**src/rtl/pc_fetch_ctrl.sv**
```systemverilog
// Program counter and fetch-request controller.
// Drives the external adder and issues valid/ready fetch requests.
module pc_fetch_ctrl #(
  parameter logic [31:0] RESET_PC    = 32'h0000_0000,
  parameter logic [31:0] TRAP_VECTOR = 32'h0000_0100,
  parameter logic [31:0] PC_STEP     = 32'd4
) (
  input  logic        clk,
  input  logic        rst,
  output logic [31:0] add_a_o,
  output logic [31:0] add_b_o,
  input  logic [31:0] add_result_i,
  output logic        req_valid_o,
  output logic [31:0] req_addr_o,
  input  logic        req_ready_i,
  input  logic        redirect_valid_i,
  input  logic [31:0] redirect_target_i,
  input  logic        halt_i,
  output logic [31:0] pc_o,
  output logic        exc_valid_o,
  output logic [31:0] exc_addr_o,
  output logic [31:0] fetch_count_o
);

  typedef enum logic [1:0] {
    BOOT, FETCH, HALT, TRAP
  } state_e;

  state_e      state_q, state_d;
  logic [31:0] pc_q, pc_d;
  logic [31:0] exc_addr_q, exc_addr_d;
  logic [31:0] cnt_q, cnt_d;
  logic        redir;
  logic        misal;

  always_ff @(posedge clk or posedge rst) begin
    if (rst) begin
      state_q    <= BOOT;
      pc_q       <= RESET_PC;
      exc_addr_q <= '0;
      cnt_q      <= '0;
    end else begin
      state_q    <= state_d;
      pc_q       <= pc_d;
      exc_addr_q <= exc_addr_d;
      cnt_q      <= cnt_d;
    end
  end

  assign redir = redirect_valid_i && (state_q != TRAP);
  assign misal = |redirect_target_i[1:0];

  always_comb begin
    state_d    = state_q;
    pc_d       = pc_q;
    exc_addr_d = exc_addr_q;
    cnt_d      = cnt_q;
    if (redir) begin
      // A redirect flushes any outstanding request
      if (misal) begin
        pc_d       = TRAP_VECTOR;
        exc_addr_d = redirect_target_i;
        state_d    = TRAP;
      end else begin
        pc_d = redirect_target_i;
        if (state_q == BOOT) state_d = FETCH;
      end
    end else begin
      unique case (state_q)
        BOOT: state_d = halt_i ? HALT : FETCH;
        FETCH: begin
          if (req_ready_i) begin
            pc_d    = add_result_i;
            cnt_d   = cnt_q + 32'd1;
            state_d = halt_i ? HALT : FETCH;
          end
        end
        HALT: begin
          if (!halt_i) state_d = FETCH;
        end
        TRAP: state_d = halt_i ? HALT : FETCH;
      endcase
    end
  end

  always_comb begin
    req_valid_o = 1'b0;
    exc_valid_o = 1'b0;
    unique case (state_q)
      FETCH:   req_valid_o = 1'b1;
      TRAP:    exc_valid_o = 1'b1;
      default: ;
    endcase
  end

  assign add_a_o       = pc_q;
  assign add_b_o       = PC_STEP;
  assign req_addr_o    = pc_q;
  assign pc_o          = pc_q;
  assign exc_addr_o    = exc_addr_q;
  assign fetch_count_o = cnt_q;

endmodule

```
**config.mk**
```make
export PLATFORM = sky130hd
export DESIGN_NAME = pc_fetch_ctrl
export DESIGN_NICKNAME = d
export VERILOG_FILES = /design/src/rtl/pc_fetch_ctrl.sv
export SDC_FILE = /design/constraint.sdc
export NUM_CORES = 1
export LEC_CHECK = 0
export CORE_UTILIZATION = 37
export DETAILED_ROUTE_END_ITERATION = 8
export GPL_TIMING_DRIVEN = 0
export PLACE_DENSITY_LB_ADDON = 0.1
export SLEW_MARGIN = 0
export SYNTH_ARGS = -nofsm -noshare
export SYNTH_HDL_FRONTEND = slang
export SYNTH_SLANG_ARGS = --single-unit
```
**constraint.sdc**
```tcl
create_clock -name clk -period 3.2 [get_ports clk]
set_clock_uncertainty 0.2 [all_clocks]
set_input_delay 0.32 -clock clk [delete_from_list [all_inputs] [get_ports clk]]
set_output_delay 0.32 -clock clk [all_outputs]
set_load 0.01 [all_outputs]
```
=== Word level (Yosys, flattened, before mapping) ===
Index checks and enable logic that the tools add are counted.

* $add $sub $neg: 1
* $mul: 0
* Divide/modulo/power cells: 0
* Magnitude comparators: 0
* Equality and inequality tests: 7
* Shift-type cells: 0
* Mux-type cells: 13
* Bitwise logic cells: 1
* Reduce and logical (&&, ||, !) cells: 10

{| class="wikitable"
|+ Operator list
! operator !! count
|-
| two-way mux 32 bit || 4
|-
| adder 32 x 1 -> 32 bit (second input constant) || 1
|-
| two-way mux 2 bit || 6
|-
| inequality test 3 bit (second input constant) || 2
|-
| case mux 2 bit (3 select lines) || 1
|-
| AND reduction 3 bit || 2
|-
| == test 2 bit (second input constant) || 2
|-
| AND reduction 2 bit || 2
|-
| nonzero test 2 bit || 2
|-
| OR reduction 2 bit || 2
|-
| inequality test 3 x 1 -> 1 bit (second input constant) || 1
|-
| == test 2 x 1 -> 1 bit (second input constant) || 1
|-
| zero test 2 bit || 1
|-
| two-way mux 1 bit || 2
|-
| inequality test 2 bit (second input constant) || 1
|-
| logical AND 1 bit || 1
|-
| inverter 1 bit || 1
|}

* Register bits after elaboration: 98
* Latch bits: 0
* Bits in writable memories: 0
* Memory bits (read-only): 0
* Bits of input ports: 69
* Output and inout port bits: 194
* Logic and storage cells: 36
* Memories kept: 0

=== Logic depth before layout (Yosys ltp) ===
* Depth after elaboration: 4
* Gate-level depth with buffers: 6
* Mapped depth without buffers: 4

=== Least setup slack after synthesis ===
No wires, ideal clock.

* Path kind: register to register
* Start: reg cnt_q[13], in the netlist fetch_count_o[13]
* End: reg cnt_q[25], in the netlist fetch_count_o[25]
* Setup time: 79 ps
* Data arrival time: 1631 ps
* Required time: 2921 ps
* Path slack: 1290 ps
* Stages on the path, launching flop included: 6
* Buffers on the path: 1
* Period minus slack after synthesis: 1910 ps
* Path through: dfrtp_1 -> nand2_2 -> or4_1 -> buf_6 -> nor4_2 -> xor2_1

* Longest elaborated chain between the ends: 1

{| class="wikitable"
|+ RTL lines
! item !! line !! text
|-
| start: declaration || 32 || <nowiki>logic [31:0] cnt_q, cnt_d;</nowiki>
|-
| start signal: assignment || 46 || <nowiki>cnt_q <= cnt_d;</nowiki>
|-
| adder 32 x 1 -> 32 bit || 74 || <nowiki>cnt_d = cnt_q + 32'd1;</nowiki>
|}

Every way passes these cells.
A chain may end at the register's enable or synchronous reset.

=== Worst setup path after layout ===
* Start: in redirect_valid_i
* End: reg exc_addr_q[28], in the netlist exc_addr_o[28]

* Longest elaborated chain between the ends: 2

{| class="wikitable"
|+ RTL lines
! item !! line !! text
|-
| start: declaration || 16 || <nowiki>input logic redirect_valid_i,</nowiki>
|-
| logical AND 1 bit || 50 || <nowiki>assign redir = redirect_valid_i && (state_q != TRAP);</nowiki>
|-
| AND reduction 2 bit (no source line) || n/a ||
|-
| end signal: assignment || 45 || <nowiki>exc_addr_q <= exc_addr_d;</nowiki>
|-
| end: declaration || 31 || <nowiki>logic [31:0] exc_addr_q, exc_addr_d;</nowiki>
|}

Every way passes these cells.

==> impl_results.md <==
- Status: finished clean
- Final core utilization: 60.5%
- Synth Register Bits: 98
- Internal: 3.14 mW
- CTS clk-pin slew, worst paths: ~0.070 ns
- I/O Pins: 263
- Yosys cell types: 40
- Startpoint types: input pin
- Drt total wl: about 14000 µm
- M1 WL: 5620 µm
- Nets: between 800 and 900
- P_leak: about 3.8 nW
- Post-CTS Resized: 0
- Seq pwr share: a little under two fifths
- Yosys warnings: 0
- P_sw: 1.25 mW
- Layout cells sized above 1: 22.6%
- Max Buffers Root-to-Sink: 2
- First-pass GRT wire length: 22000 µm
- Tmin final: 2.43 ns
- Sink Count: 98
- Reg2Reg Depth: 4
- Hold_buf cts: 0
- N_diodes: 0
- Area Overhead vs Synth: 57.5%
- Sequential share of the synthesized area: 47.7%
- Num CTS Buffers: 9
- Clock power share: 24.8%
- DR WL/cell: about 15 µm
- Met2 WL: 7120 µm
- F_max: 412 MHz
- Site Rows: 42
- Number of global-route vias before repair: between 4k and 5k
- Final GP Congestion: 0.747
- CTS H-tree lvls: 3
- Final ANT Viol Nets: 0
- Die ar.: 14400 µm²
- Combinational Power Share: 37.9%
- Pin count of the biggest net entering global routing: 57
- Switch share: between 20 and 30%
- Highest routed layer: met4
- Via count: roughly 4.2k
- Synth area leaders: dfrtp_1 48%, buf_4 14%, mux2_2 6.8%, mux2i_1 5.6%, nand3_1 3.8%
- Worst-Margin Slew: between 0.7 and 0.8 ns
- EDFF count, synth: 0
- Post-Syn Area: 5140 µm²
- Final setup vio count: 0
- Post-Place Cells: 900
- Pre-CTS setup slack: 0.396 ns
- Initial DRT Pass Iterations: 4
- TritonCTS clock tree: built
- DRC: 0
- Final hold viol count: 0
- Die Span X: 120 µm
- IO Port Bufs: 230
- Avg Inst Size Synth: 11.1 µm²
- Die Ht: about 120 µm
- Starting Density: 38.4%
- Vias per inst: 4.60
- GRT Total Usage: 19.7%
- Ys async rst share: between 90% and 100%
- CP required: 3.23 ns
- Final Non-Filler Cells: 914
- Slew Viols, Final: 0
- CP Max Fanout: 10
- Top cell type by total area after synthesis: dfrtp_1
- Root Buffer: clkbuf_16
- RSZ-0062 raised after global routing: false
- Post-synthesis instance total: 463
- Relative slew margins: 47.8%
- Final Cycle Share: 75.8%
- Worst setup EP type: register
- Core Box Area: 13400 µm²
- Peak supply drop: 258 µV
- Top-area cell type share of the netlist area: 47.7%
- Post-CTS Setup Bufs: 0
- Antenna violations before repair: 0
- HPWL after detailed placement: 10500 µm
- Hold Crit Class: input pin to asynchronous set/reset pin
- WL met3: approximately 930 µm
- Worst setup path class: input pin to register
- Crit path arrival time: between 2 and 2.5 ns
- Gr ovfl total: 0
- Drt initial violations: 120
- Sum of negative setup slack: 0 ns
- Clk_lat worst skew: 0.34 ns
- Setup ws final: 0.774 ns
- Top FF cell, synth: dfrtp_1
- Power per standard cell area: between 500 and 600 nW/µm²
- Max Cap Viol: 0
[per-stage QoR]
step / power, mW / hold slack [ns] / instance area, µm²
global placement: 3.31 / 0.258 / 7780
detailed placement: 3.34 / 0.265 / 7810
finish: 4.39 / 0.269 / 8100
floorplan: 2.39 / 0.207 / 5260
CTS: 4.45 / 0.279 / 8100
global route: 4.61 / 0.312 / 8100
[final cells by class]
type | instances | area, µm²
Inverter | 8 | 32.5
Timing Repair Buffer | 231 | 2330
Multi-Input combinational cell | 270 | 1950
Clock buffer | 11 | 253
Buffer | 117 | 821
Fill cell | 1125 | 5300
Clock inverter | 3 | 40.0
Tap cell | 176 | 220
Sequential cell | 98 | 2450
[power by group through the flow]
stage          registers [mW]  clock network, mW  logic [mW]
6_report                 1.64               1.09        1.67
5_1_grt                  1.67               1.16        1.78
4_1_cts                  1.64               1.13        1.69
3_5_place_dp             1.66                  0        1.68
3_3_place_gp             1.64                  0        1.67
2_1_floorplan            1.72                  0       0.663
[placed cells by master (no fill, tap or decap), types with 10 or more instances in the layout]
cell	Yosys	layout
o21ai_0	32	32
nand3_1	39	39
dfrtp_1	98	98
mux2_2	31	31
conb_1	2	32
xnor2_1	10	10
clkdlybuf4s50_1	0	230
mux2i_1	29	29
nand2_1	18	18
buf_4	97	97
clkbuf_1	10	10
xor2_1	21	21
[path summary, 6_finish.rpt]
path	start	end	slack, ns
setup reg to reg	state_q[0]	exc_addr_o[28]	1.00
hold / removal	rst	fetch_count_o[9]	0.27
setup / recovery	redirect_valid_i	exc_addr_o[28]	0.77
hold reg to reg	fetch_count_o[31]	fetch_count_o[31]	0.27
min in group clk	fetch_count_o[31]	fetch_count_o[31]	0.27
max in group asynchronous	rst	fetch_count_o[31]	1.87
[state kept, by name, indices dropped and copies added, names as in the netlist]
name	flops
add_a_o	32
exc_addr_o	32
fetch_count_o	32
state_q	2
[cell families after synthesis]
family	Yosys count	share of synthesized area (%)
AOI/OAI and AO/OA	39	4.01
xor gates and xnor gates	31	5.28
buffers and inverters	125	16.5
and+or+nand+nor	107	13.7
adders and majority gates	1	0.243
muxes	60	12.4
DFF	98	47.7
other	2	0.146
[layer usage]
layer / global-route usage (%) / up-vias
met5: 0 / -
met4: 6.88 / 0
met3: 5.75 / 15
met2: 34.1 / 147
met1: 23.1 / 2034
li1: - / 2004
[worst max-delay path, cell delays in order]
cell	delay [ns]
clkdlybuf4s50_1	0.63
a21boi_1	0.55
nor2b_1	0.26
buf_2	0.31
mux2_2	0.38
[synth_stat cells (all sizes together), types with 4 or more instances]
master  instances
nand2          19
dfrtp          98
mux2           31
buf           107
o21ai          32
xor2           21
inv             8
nand4           4
xnor2          10
nor3            5
clkbuf         10
mux2i          29
nor2            7
nor4           15
nand3          39
and4            4
(Power assumes the default switching activity.)
